**src/rtl/dram_rd_arbiter.sv**
```systemverilog
// dram_rd_arbiter: two-requester burst-read front end for a single-port-read
// DRAM. Requester 0 is the weight loader and requester 1 is the
// pattern/feature loader. Round-robin arbitration turns each (base, len)
// request into len consecutive single-beat DRAM reads. Returned words are
// steered to the requester that owns the current burst.
//
// Ports:
//   clk, rst              clock (rising edge); asynchronous active-high reset
//   rd_req_i[1:0]         per-requester request
//   rd_base_i             start word addresses, requester i at [i*ADDR_WIDTH +: ADDR_WIDTH]
//   rd_len_i              beat counts, requester i at [i*LEN_WIDTH +: LEN_WIDTH]
//   rd_ack_o[1:0]         one-cycle grant pulse to the accepted requester
//   rd_valid_o[1:0]       data-beat strobe to the owner
//   rd_last_o[1:0]        owner's final beat, or a lone pulse for len=0
//   rd_data_o             returned word, shared by both requesters
//   busy_o                high whenever the controller is not idle
//   dram_en_rd_o          DRAM read enable (registered)
//   dram_addr_rd_o        DRAM read address (registered)
//   dram_valid_i          DRAM read-data valid, one cycle after en_rd
//   dram_data_out_i       DRAM read data
module dram_rd_arbiter #(
  parameter int DATA_WIDTH = 32,
  parameter int ADDR_WIDTH = 18,
  parameter int LEN_WIDTH  = 8
) (
  input  logic                    clk,
  input  logic                    rst,
  input  logic [1:0]              rd_req_i,
  input  logic [2*ADDR_WIDTH-1:0] rd_base_i,
  input  logic [2*LEN_WIDTH-1:0]  rd_len_i,
  output logic [1:0]              rd_ack_o,
  output logic [1:0]              rd_valid_o,
  output logic [1:0]              rd_last_o,
  output logic [DATA_WIDTH-1:0]   rd_data_o,
  output logic                    busy_o,
  output logic                    dram_en_rd_o,
  output logic [ADDR_WIDTH-1:0]   dram_addr_rd_o,
  input  logic                    dram_valid_i,
  input  logic [DATA_WIDTH-1:0]   dram_data_out_i
);

  typedef enum logic [1:0] {S_IDLE, S_ISSUE, S_DRAIN, S_ZERO} state_e;

  state_e                state_q;
  logic                  owner_q;
  logic                  last_grant_q;
  logic [ADDR_WIDTH-1:0] base_q;
  logic [LEN_WIDTH-1:0]  len_q;
  // Offset of the next address to issue. The grant itself issues offset 0,
  // so this counter holds 1 on entry to ISSUE.
  logic [LEN_WIDTH-1:0]  issue_cnt_q;
  logic [LEN_WIDTH-1:0]  ret_cnt_q;
  logic [LEN_WIDTH-1:0]  ret_cnt_d;
  logic [1:0]            ack_q;
  logic                  en_q;
  logic [ADDR_WIDTH-1:0] addr_q;

  logic                  beat_ok;
  logic                  last_beat;
  logic                  gnt_any;
  logic                  gnt_idx;
  logic [ADDR_WIDTH-1:0] sel_base;
  logic [LEN_WIDTH-1:0]  sel_len;
  logic [1:0]            owner_oh;

  // On a tie, the requester that did not win last time gets the grant.
  assign gnt_any  = |rd_req_i;
  assign gnt_idx  = rd_req_i[1] & (~rd_req_i[0] | ~last_grant_q);
  assign sel_base = gnt_idx ? rd_base_i[ADDR_WIDTH +: ADDR_WIDTH] : rd_base_i[0 +: ADDR_WIDTH];
  assign sel_len  = gnt_idx ? rd_len_i[LEN_WIDTH +: LEN_WIDTH]    : rd_len_i[0 +: LEN_WIDTH];

  // Return data counts only while a burst is outstanding. Stragglers that
  // arrive in IDLE or ZERO (for example after a reset) are dropped.
  assign beat_ok   = dram_valid_i & ((state_q == S_ISSUE) | (state_q == S_DRAIN));
  assign ret_cnt_d = ret_cnt_q + LEN_WIDTH'(beat_ok);
  assign last_beat = beat_ok & (ret_cnt_q == (len_q - LEN_WIDTH'(1)));
  assign owner_oh  = {owner_q, ~owner_q};

  assign rd_data_o      = dram_data_out_i;
  assign rd_valid_o     = {2{beat_ok}} & owner_oh;
  assign rd_last_o      = {2{last_beat | (state_q == S_ZERO)}} & owner_oh;
  assign rd_ack_o       = ack_q;
  assign busy_o         = (state_q != S_IDLE);
  assign dram_en_rd_o   = en_q;
  assign dram_addr_rd_o = addr_q;

  always_ff @(posedge clk or posedge rst) begin
    if (rst) begin
      state_q      <= S_IDLE;
      owner_q      <= 1'b0;
      last_grant_q <= 1'b1;
      base_q       <= '0;
      len_q        <= '0;
      issue_cnt_q  <= '0;
      ret_cnt_q    <= '0;
      ack_q        <= '0;
      en_q         <= 1'b0;
      addr_q       <= '0;
    end else begin
      ack_q     <= '0;
      ret_cnt_q <= ret_cnt_d;
      case (state_q)
        S_IDLE: begin
          if (gnt_any) begin
            owner_q      <= gnt_idx;
            last_grant_q <= gnt_idx;
            base_q       <= sel_base;
            len_q        <= sel_len;
            ack_q        <= gnt_idx ? 2'b10 : 2'b01;
            issue_cnt_q  <= LEN_WIDTH'(1);
            ret_cnt_q    <= '0;
            if (sel_len == '0) begin
              state_q <= S_ZERO;
            end else begin
              // The first read is issued in the same cycle as the ack.
              state_q <= S_ISSUE;
              en_q    <= 1'b1;
              addr_q  <= sel_base;
            end
          end
        end
        S_ISSUE: begin
          if (issue_cnt_q == len_q) begin
            en_q    <= 1'b0;
            state_q <= S_DRAIN;
          end else begin
            addr_q      <= base_q + ADDR_WIDTH'(issue_cnt_q);
            issue_cnt_q <= issue_cnt_q + LEN_WIDTH'(1);
          end
        end
        S_DRAIN: begin
          // Leave on the edge that accepts the final beat.
          if (ret_cnt_d == len_q) state_q <= S_IDLE;
        end
        S_ZERO: state_q <= S_IDLE;
        default: state_q <= S_IDLE;
      endcase
    end
  end

endmodule

```
**config.mk**
```make
export PLATFORM = sky130hd
export DESIGN_NAME = dram_rd_arbiter
export DESIGN_NICKNAME = d
export VERILOG_FILES = /design/src/rtl/dram_rd_arbiter.sv
export SDC_FILE = /design/constraint.sdc
export NUM_CORES = 1
export LEC_CHECK = 0
export CAP_MARGIN = 25
export CORE_MARGIN = 2
export CORE_UTILIZATION = 48
export CTS_BUF_LIST = sky130_fd_sc_hd__clkbuf_2
export DETAILED_ROUTE_END_ITERATION = 10
export GPL_ROUTABILITY_DRIVEN = 0
export PLACE_DENSITY = 0.95
export SYNTH_ARGS = -nofsm -noshare
export SYNTH_HDL_FRONTEND = slang
export SYNTH_SLANG_ARGS = --single-unit
```
**constraint.sdc**
```tcl
create_clock -name clk -period 3.25 [get_ports clk]
set_clock_uncertainty 0.05 [all_clocks]
set_input_delay 0.65 -clock clk [delete_from_list [all_inputs] [get_ports clk]]
set_output_delay 0.65 -clock clk [all_outputs]
set_load 0.05 [all_outputs]
```
-- Yosys cells after proc, flatten, opt, wreduce, memory -nomap -nowiden
Index checks and enable logic that the tools add are counted.
Widths: inputs -> output; s select.
- bitwise operators: 11
- reductions and logical operators: 10
- magnitude comparators: 0
- eq/ne operators: 11
- shifts and indexed selects: 0
- multiplexer cells: 23
- $mul: 0
- divide/modulo/power cells: 0
- add/subtract/negate cells: 4
- operators with widths (cell ; count):
    $mux 18 ; 4
    $mux 8 ; 5
    $pmux 18 s2 ; 1
    $eq 8x8->1 ; 3
    $add 18x8->18 ; 1
    $pmux 8 s2 ; 1
    $mux 2 ; 7
    $add 8x1->8 ; 1
    $add 8x1->8 const B ; 1
    $logic_not 8->1 ; 1
    $pmux 2 s4 ; 1
    $reduce_and 4->1 ; 2
    $sub 8x1->8 const B ; 1
    $ne 2x2->1 const B ; 3
    $reduce_and 3->1 ; 2
    $and 2x2->2 ; 2
    $eq 2x2->1 const B ; 2
    $ne 2x1->1 const B ; 2
    $reduce_bool 2->1 ; 2
    $and 1x1->1 ; 3
    $mux 1 ; 3
    $not 1->1 ; 3
    $or 1x1->1 ; 3
    $eq 2x1->1 const B ; 1
    4 further kinds ; 4
- bits in read-only memories: 0
- RAM bits: 0
- bits in registers: 67
- output and inout bits: 58
- input bits: 89
- word-level logic and storage cells: 69
- memories kept: 0
- latch bits: 0

-- Depth between registers and ports, before layout
Gate-level depths: netlist (run 1).
- depth after elaboration: 8
- gate-level depth with buffers: 11
- mapped depth without buffers: 10

-- Least setup slack after synthesis (run 1)
Ideal clock, no wire load.
- path kind: register to output
- start point: reg len_q[0]
- end point: out rd_last_o[1]
- path slack: -38 ps
- data arrival time: 2588 ps
- stages on the path, launching flop included: 11
- data required time: 2550 ps
- path buffers: 2
- cells stage by stage: dfrtp_1 > buf_2 > inv_1 > ha_1 > buf_2 > and3_1 > nor3_1 > a2111o_1 > a2111oi_0 > a31oi_1 > nor2b_1
- longest elaborated chain between the ends: 5
- ends and longest elaborated chain (item ; line ; text):
    start, declared ; 48 ; logic [LEN_WIDTH-1:0] len_q;
    start signal, assigned ; 108 ; len_q <= sel_len;
    $sub 8x1->8 ; 76 ; assign last_beat = beat_ok & (ret_cnt_q == (len_q - LEN_WIDTH'(1)));
    $eq 8x8->1 ; 76 ;
    $and 1x1->1 ; 76 ;
    $or 1x1->1 ; 81 ; assign rd_last_o = {2{last_beat | (state_q == S_ZERO)}} & owner_oh;
    $and 2x2->2 ; 81 ;
    end, declared ; 33 ; output logic [1:0] rd_last_o,
No other way between the ends.

-- Final worst setup path (run 1)
- start point: reg state_q[0]
- end point: out rd_last_o[1]
- longest elaborated chain between the ends: 6
- elaborated cells between the ends (all ways): 8
- classes of those cells: eq/ne (3); bitwise (5)
- ends and longest elaborated chain (item ; line ; text):
    start, declared ; 44 ; state_e state_q;
    start signal, assigned ; 89 ; state_q <= S_IDLE;
    start signal, assigned ; 113 ; state_q <= S_ZERO;
    start signal, assigned ; 116 ; state_q <= S_ISSUE;
    $eq 2x1->1 or $eq 2x2->1 (tied branches) ; 74 ; assign beat_ok = dram_valid_i & ((state_q == S_ISSUE) | (state_q == S_DRAIN));
    $or 1x1->1 ; 74 ;
    $and 1x1->1 ; 74 ;
    $and 1x1->1 ; 76 ;
    $or 1x1->1 (*) ; 81 ;
    $and 2x2->2 (*) ; 81 ;
Every way passes the cells marked *; elsewhere a longest branch is shown, timed or not.

==> results of run 1 <==
==> registers in the layout (all words and copies together), names as in the netlist <==
| register | flops |
|---|---|
| dram_addr_rd_o | 18 |
| ret_cnt_q | 8 |
| rd_ack_o | 2 |
| owner_q | 1 |
| last_grant_q | 1 |
| state_q | 2 |
| len_q | 8 |
| base_q | 18 |
| issue_cnt_q | 8 |
| dram_en_rd_o | 1 |
==> path summary, 6_finish.rpt <==
kind / to / depth (start not counted)
max in group asynchronous: issue_cnt_q[3] / 3
min: last_grant_q / 2
max: rd_last_o[1] / 8
min in group asynchronous: base_q[7] / 2
max reg2reg: state_q[1] / 10
min reg2reg: last_grant_q / 2
==> cell usage in the layout, fill, tap and decap left out, types with 7 or more instances in the layout <==
cell type and instances:
sky130_fd_sc_hd__a21oi_1 17, sky130_fd_sc_hd__and2_1 8, sky130_fd_sc_hd__and3_1 7, sky130_fd_sc_hd__buf_4 14, sky130_fd_sc_hd__clkbuf_2 10, sky130_fd_sc_hd__clkdlybuf4s50_1 79, sky130_fd_sc_hd__dfrtp_1 64, sky130_fd_sc_hd__ha_1 15
sky130_fd_sc_hd__inv_1 9, sky130_fd_sc_hd__mux2i_1 30, sky130_fd_sc_hd__nand2_1 62, sky130_fd_sc_hd__nand3_1 12, sky130_fd_sc_hd__nand4_1 11, sky130_fd_sc_hd__nor2_1 35, sky130_fd_sc_hd__nor3_1 9, sky130_fd_sc_hd__nor4_1 8
sky130_fd_sc_hd__o21ai_0 47, sky130_fd_sc_hd__xnor2_1 19, sky130_fd_sc_hd__xor2_1 23
==> kinds of logic after synthesis <==
group                    count (synthesis)  share of synthesized area, %
AO/OA/AOI/OAI                          107                          14.4
XOR/XNOR                                44                          9.03
adder cells (fa/ha/maj)                 17                          4.83
buffers and inverters                   73                          9.52
flip-flops                              67                          36.8
multiplexers                            32                          7.08
AND/OR/NAND/NOR                        174                          18.4
==> through the flow <==
stage          instances  setup TNS [ns]
6_report             693         -0.0102
5_1_grt              693          -0.176
4_1_cts              693         -0.0757
3_5_place_dp         676               0
3_3_place_gp         676               0
2_1_floorplan        514        -0.00784
==> power by group <==
part,switching [mW],internal (mW)
Sequential,0.394,1.19
Clock,0.320,0.259
Combinational,1.86,1.20
Total,2.57,2.64
==> repair_timing <==
item | CTS | global route
buffers inserted | 1 | 0
gates resized for setup | 9 | 4
endpoints found under the setup margin | 2 | 2
pin swaps | 5 | 2
==> final cells by class <==
cell class | count | area, µm²
Timing Repair Buffer | 95 | 936
Tap cell | 129 | 161
Sequential cell | 67 | 1680
Inverter | 12 | 45.0
Multi-Input combinational cell | 374 | 2530
Clock buffer | 10 | 50.0
Clock inverter | 6 | 90.1
Fill cell | 722 | 3750
==> per-layer routing <==
| layer | vias to the layer above | GRT usage (%) |
|---|---|---|
| met4 | 0 | 11.3 |
| met3 | 33 | 4.14 |
| met2 | 196 | 41.4 |
| li1 | 1851 | - |
| met1 | 1921 | 28.6 |
| met5 | - | 0 |
==> worst min-delay path: stages, from the launching register on <==
cell and delay, ns:
sky130_fd_sc_hd__dfstp_2 0.43, sky130_fd_sc_hd__nand2_1 0.05, sky130_fd_sc_hd__nand2_1 0.05
==> impl_metrics.env, run 1 <==
export IMPL_via_count_of_the_first_global_routing_pass=4091
export IMPL_max_stage_delay_ns=0.43
export IMPL_timing_max_cap_violations=0
export IMPL_fin_util_pct=59.5
export IMPL_netlist_instances=514
export IMPL_n_antenna_cell=0
export IMPL_cts_htree_levels=3
export IMPL_vdd_ir_drop_worst_mv=0.660
export IMPL_criticalPathCategory="flip-flop to primary output"
export IMPL_ant_nets=0
export IMPL_total_number_of_vias=4001
export IMPL_max_fanout_on_critical_path=4
export IMPL_antenna_found_initial=0
export IMPL_worst_endpoint_arrival_ns=2.56
export IMPL_finalSetupViolations=1
export IMPL_r2r_start="state_q[0]"
export IMPL_wl_met3_um=850
export IMPL_clk_path_buf_depth=2
export IMPL_violations="negative setup slack"
export IMPL_slowest_stage="sky130_fd_sc_hd__dfrtp_1"
export IMPL_netlist_cell_type_count=53
export IMPL_slew_violations=0
export IMPL_finalCritPeriodShare_pct=100
export IMPL_power_density_mw_per_mm2=949
export IMPL_worstPathBufferInverterCount=2
export IMPL_floorplan_initialDensity_pct=49.4
export IMPL_finalHoldViolCount=0
export IMPL_startpoint_type="flip-flop"
export IMPL_layout_overhead_on_the_synthesized_area_pct=20.5
export IMPL_p_total_mw=5.21
export IMPL_port_buffer_count=82
export IMPL_hp_class="flip-flop to flip-flop"
export IMPL_routedWlPerCell_um=16.8
export IMPL_yosys_warnings=0
export IMPL_cts_hold_fix_buffers=0
export IMPL_syn_area_per_cell_um2=8.87
export IMPL_floorplan_rows=35
export IMPL_dpl_instance_area_mm2=0.00529
export IMPL_ys_dominant_reg_cell="sky130_fd_sc_hd__dfrtp_1"
export IMPL_hpwlAfterDp_um=8640
export IMPL_coreArea_mm2=0.00924
export IMPL_path_cells="inv_1 -> ha_1 -> and2_1 -> nand3_1 -> a2111oi_4 -> a31oi_2 -> nor2b_2 -> buf_12"
export IMPL_drt_met1_wl_um=4420
export IMPL_grt_max_degree=42
export IMPL_met2_wirelength_um=6090
export IMPL_final_hold_worst_slack_ns=0.459
export IMPL_finalInstanceArea_mm2=0.00549
export IMPL_grt_overflow_total=0
export IMPL_finalWorstPathRequiredPeriod_ns=3.26
export IMPL_synth_enable_flop_cells=0
export IMPL_drt_total_wl_um=11700
export IMPL_worst_tran_pin_value_ns=0.842
export IMPL_clkTransAtPathRegs_ns=0.22
export IMPL_first_pass_grt_wire_length_um=19400
export IMPL_worst_skew_pair_late_latency_ns=0.54
export IMPL_first_iter_violations=284
export IMPL_worst_ep_required_time_ns=2.55
export IMPL_grt_usage_pct=23.8
export IMPL_cts_root_buffer="sky130_fd_sc_hd__clkbuf_2"
export IMPL_drc_errors=0
export IMPL_worstHoldStart="last_grant_q"
export IMPL_cts_tree="built"
export IMPL_numClockSinks=67
export IMPL_postSynthNetCount=620
export IMPL_top_signal_layer_used="met4"
export IMPL_cts_buf_count=9
export IMPL_drtPass1Iterations=5
export IMPL_rsz0062_at_grt="yes"
export IMPL_critical_path_endpoint_type="primary output"
export IMPL_design_die_area_mm2=0.0103
export IMPL_post_synth_top_count_cell="sky130_fd_sc_hd__dfrtp_1"
export IMPL_post_synth_top_area_fraction_pct=36.2
export IMPL_synthTopCellsByArea="sky130_fd_sc_hd__dfrtp_1 36%, sky130_fd_sc_hd__mux2i_1 6.6%, sky130_fd_sc_hd__buf_4 5.8%"
export IMPL_pre_cts_ws_ns=0.0952
export IMPL_die_y_um=101
export IMPL_post_synth_instance_area_mm2=0.00456
export IMPL_achievable_frequency_mhz=307
export IMPL_worst_slew_margin_rel_pct=43.8
export IMPL_yosysTopAreaCell="sky130_fd_sc_hd__dfrtp_1"
export IMPL_result_of_the_run="finished with violations"
export IMPL_ys_ff_latch=67
export IMPL_die_w_um=101
export IMPL_synth_top_cells_by_count="66 x sky130_fd_sc_hd__dfrtp_1, 62 x sky130_fd_sc_hd__nand2_1, 48 x sky130_fd_sc_hd__o21ai_0"
export IMPL_share_of_layout_cells_above_drive_strength_1_pct=9.75
export IMPL_worstSetupStartpoint="state_q[0]"
export IMPL_synth_yosys_seq_area_share_pct=36.8
export IMPL_cp_top_family="simple AND/OR/NAND/NOR gates"
export IMPL_post_drt_via_cell_ratio=5.77
export IMPL_rrSetupSlack_ns=0.28
export IMPL_boundaryPins=147
export IMPL_synthArstFlopShare_pct=100
export IMPL_total_leakage_power_nw=2.38
export IMPL_setup_ws_ns=-0.0102
export IMPL_final_nets=665
No activity file was read; power rests on OpenSTA's default activity.
==> run 2: changes to the inputs <==
ABC_CLOCK_PERIOD_IN_PS = 3250   (was unset)
==> results of run 2 <==
Final layout, timing and power as in run 1 (identical DEF).
==> run 3: changes to the inputs <==
CTS_CLUSTER_SIZE = 20   (was unset)
PLACE_DENSITY = 0.9   (was 0.95)
==> run 3 against run 2 <==
Net effect:
- the flow still finishes with violations (negative setup slack)
- clock power shrank 2%
- critical path depth rose by 1
- sequential cell count unchanged
- utilization increased by 0.43 points
- power is 0.16% higher
- sequential share of layout area decreased by 0.22 points
- worst setup slack worse by 0.035 ns
- clock-buffer cell count fell by 1
- sequential power about the same
- maximum frequency shrank 1.1%
- critical path type unchanged
- critical endpoint unchanged
- largest cell class unchanged
- largest power group unchanged
==> impl_metrics.env, run 3 (synthesis gave the netlist of run 1 again) <==
export IMPL_critical_path_endpoint_type="primary output"
export IMPL_drt_total_wl_um=11500
export IMPL_share_of_layout_cells_above_drive_strength_1_pct=10.4
export IMPL_cts_hold_fix_buffers=0
export IMPL_clk_path_buf_depth=2
export IMPL_ant_nets=0
export IMPL_via_count_of_the_first_global_routing_pass=3869
export IMPL_violations="negative setup slack"
export IMPL_slew_violations=0
export IMPL_clkTransAtPathRegs_ns=0.19
export IMPL_drc_errors=0
export IMPL_total_number_of_vias=3994
export IMPL_final_common_cell="sky130_fd_sc_hd__clkdlybuf4s50_1"
export IMPL_power_density_mw_per_mm2=943
export IMPL_dp_cells=677
export IMPL_worst_slew_margin_rel_pct=33.4
export IMPL_finalWorstPathRequiredPeriod_ns=3.30
export IMPL_holdPathStages=2
export IMPL_total_leakage_power_nw=2.40
export IMPL_cts_tree="built"
export IMPL_grt_overflow_total=0
export IMPL_grt_max_degree=41
export IMPL_criticalPathCategory="flip-flop to primary output"
export IMPL_grt_usage_pct=22.2
export IMPL_coreArea_mm2=0.00924
export IMPL_drtPass1Iterations=4
export IMPL_die_w_um=101
export IMPL_hp_class="flip-flop to flip-flop"
export IMPL_port_buffer_count=82
export IMPL_share_seq_of_total_power_pct=30.1
export IMPL_cts_root_buffer="sky130_fd_sc_hd__clkbuf_2"
export IMPL_result_of_the_run="finished with violations"
export IMPL_antenna_found_initial=0
export IMPL_sw_frac_of_total_pct=48.9
export IMPL_design_die_area_mm2=0.0103
export IMPL_vdd_ir_drop_worst_mv=0.716
export IMPL_internal_power_of_the_cells_mw=2.67
export IMPL_layout_cells_non_filler=698
export IMPL_numClockSinks=67
export IMPL_startpoint_type="flip-flop"
export IMPL_worst_skew_pair_late_latency_ns=0.51
export IMPL_finalHoldViolCount=0
export IMPL_r2r_worst_path_cells=10
export IMPL_boundaryPins=147
export IMPL_cts_buf_count=9
export IMPL_layout_overhead_on_the_synthesized_area_pct=21.3
export IMPL_post_drt_via_cell_ratio=5.72
export IMPL_floorplan_rows=35
export IMPL_power_clock_fraction_pct=10.9
export IMPL_cts_htree_levels=3
export IMPL_die_y_um=101
export IMPL_worst_endpoint_arrival_ns=2.60
export IMPL_final_nets=670
export IMPL_worst_tran_pin_value_ns=0.994
export IMPL_first_iter_violations=212
export IMPL_setup_ws_ns=-0.0456
export IMPL_hpwlAfterDp_um=8510
export IMPL_worst_ep_required_time_ns=2.55
export IMPL_achievable_frequency_mhz=303
export IMPL_timing_max_cap_violations=0
export IMPL_floorplan_initialDensity_pct=49.4
export IMPL_comb_power_share_pct=58.9
export IMPL_rsz0062_at_grt="yes"
export IMPL_final_hold_worst_slack_ns=0.446
export IMPL_finalCritPeriodShare_pct=101
export IMPL_n_antenna_cell=0
export IMPL_commonest_non_fill_non_tap_cells_in_the_layout="79 x sky130_fd_sc_hd__clkdlybuf4s50_1, 64 x sky130_fd_sc_hd__dfrtp_1, 62 x sky130_fd_sc_hd__nand2_1"
export IMPL_finalSetupViolations=2
export IMPL_max_fanout_on_critical_path=4
export IMPL_net_switching_power_mw=2.55
export IMPL_routedWlPerCell_um=16.4
export IMPL_first_pass_grt_wire_length_um=18100
run 3: cell count changes in the layout (fill, tap and decap cells not counted), sizes merged:
cell,before,now
buf,16,21
clkbuf,10,9
clkinvlp,1,2
run 3: worst paths after layout:
| kind | slack [ns] | endpoint | start |
|---|---|---|---|
| worst max-delay path | -0.05 | rd_last_o[1] | len_q[0] |
| worst min-delay path | 0.45 | last_grant_q | last_grant_q |
| worst max register to register | 0.28 | state_q[0] | state_q[0] |
| worst min register to register | 0.45 | last_grant_q | last_grant_q |
| max in group asynchronous | 1.99 | last_grant_q | rst |
| min in group asynchronous | 0.47 | base_q[9] | rst |
run 3: stage by stage:
stage	area (µm²)	util, %	power (mW)	setup TNS (ns)	worst slack [ns]
after floorplan	4560	-	3.73	-0.00784	-0.00784
after global placement	5310	57.4	4.36	0	0.236
after detailed placement	5310	57.4	4.49	0	0.121
after CTS	5510	59.6	5.15	-0.0870	-0.0699
after global routing	5530	59.9	5.56	-0.319	-0.176
final	5530	59.9	5.22	-0.0647	-0.0456
run 3: critical path, stage by stage (launching register included):
cell and delay, ns:
sky130_fd_sc_hd__dfrtp_1 0.41, sky130_fd_sc_hd__inv_2 0.05, sky130_fd_sc_hd__ha_4 0.16, sky130_fd_sc_hd__buf_6 0.11, sky130_fd_sc_hd__xnor2_1 0.11, sky130_fd_sc_hd__a2111o_1 0.40, sky130_fd_sc_hd__a2111oi_4 0.35, sky130_fd_sc_hd__a31oi_2 0.17
sky130_fd_sc_hd__nor2b_2 0.18, sky130_fd_sc_hd__buf_12 0.15
run 3: cell type report:
cell class                 instances  area, µm²
timing repair buffer             100        990
sequential                        67       1680
fill                             730       3710
clock buffer                       9       45.0
inverter                          12       45.0
multi-input combinational        374       2520
tap                              129        161
clock inverter                     7       92.6
run 3: metal layers:
metal | routed length, µm | global-route usage (%) | vias up
met5 | 0 | 0 | -
met2 | 5800 | 39.0 | 178
met1 | 4780 | 27.3 | 1920
met3 | 664 | 3.66 | 32
met4 | 220 | 8.21 | 0
li1 | - | - | 1864
run 3: what timing repair did:
action,4_1_cts,5_1_grt
setup buffers,4,1
setup endpoints to repair,2,2
resized for setup,10,3
pin swaps,5,3
run 3: power groups by stage:
| stage | Sequential (mW) | Combinational, mW | Clock, mW |
|---|---|---|---|
| finish | 1.57 | 3.08 | 0.570 |
| global route | 1.61 | 3.33 | 0.614 |
| CTS | 1.56 | 3.01 | 0.577 |
| detailed placement | 1.58 | 2.91 | 0 |
| global placement | 1.57 | 2.80 | 0 |
| floorplan | 1.86 | 1.87 | 0 |
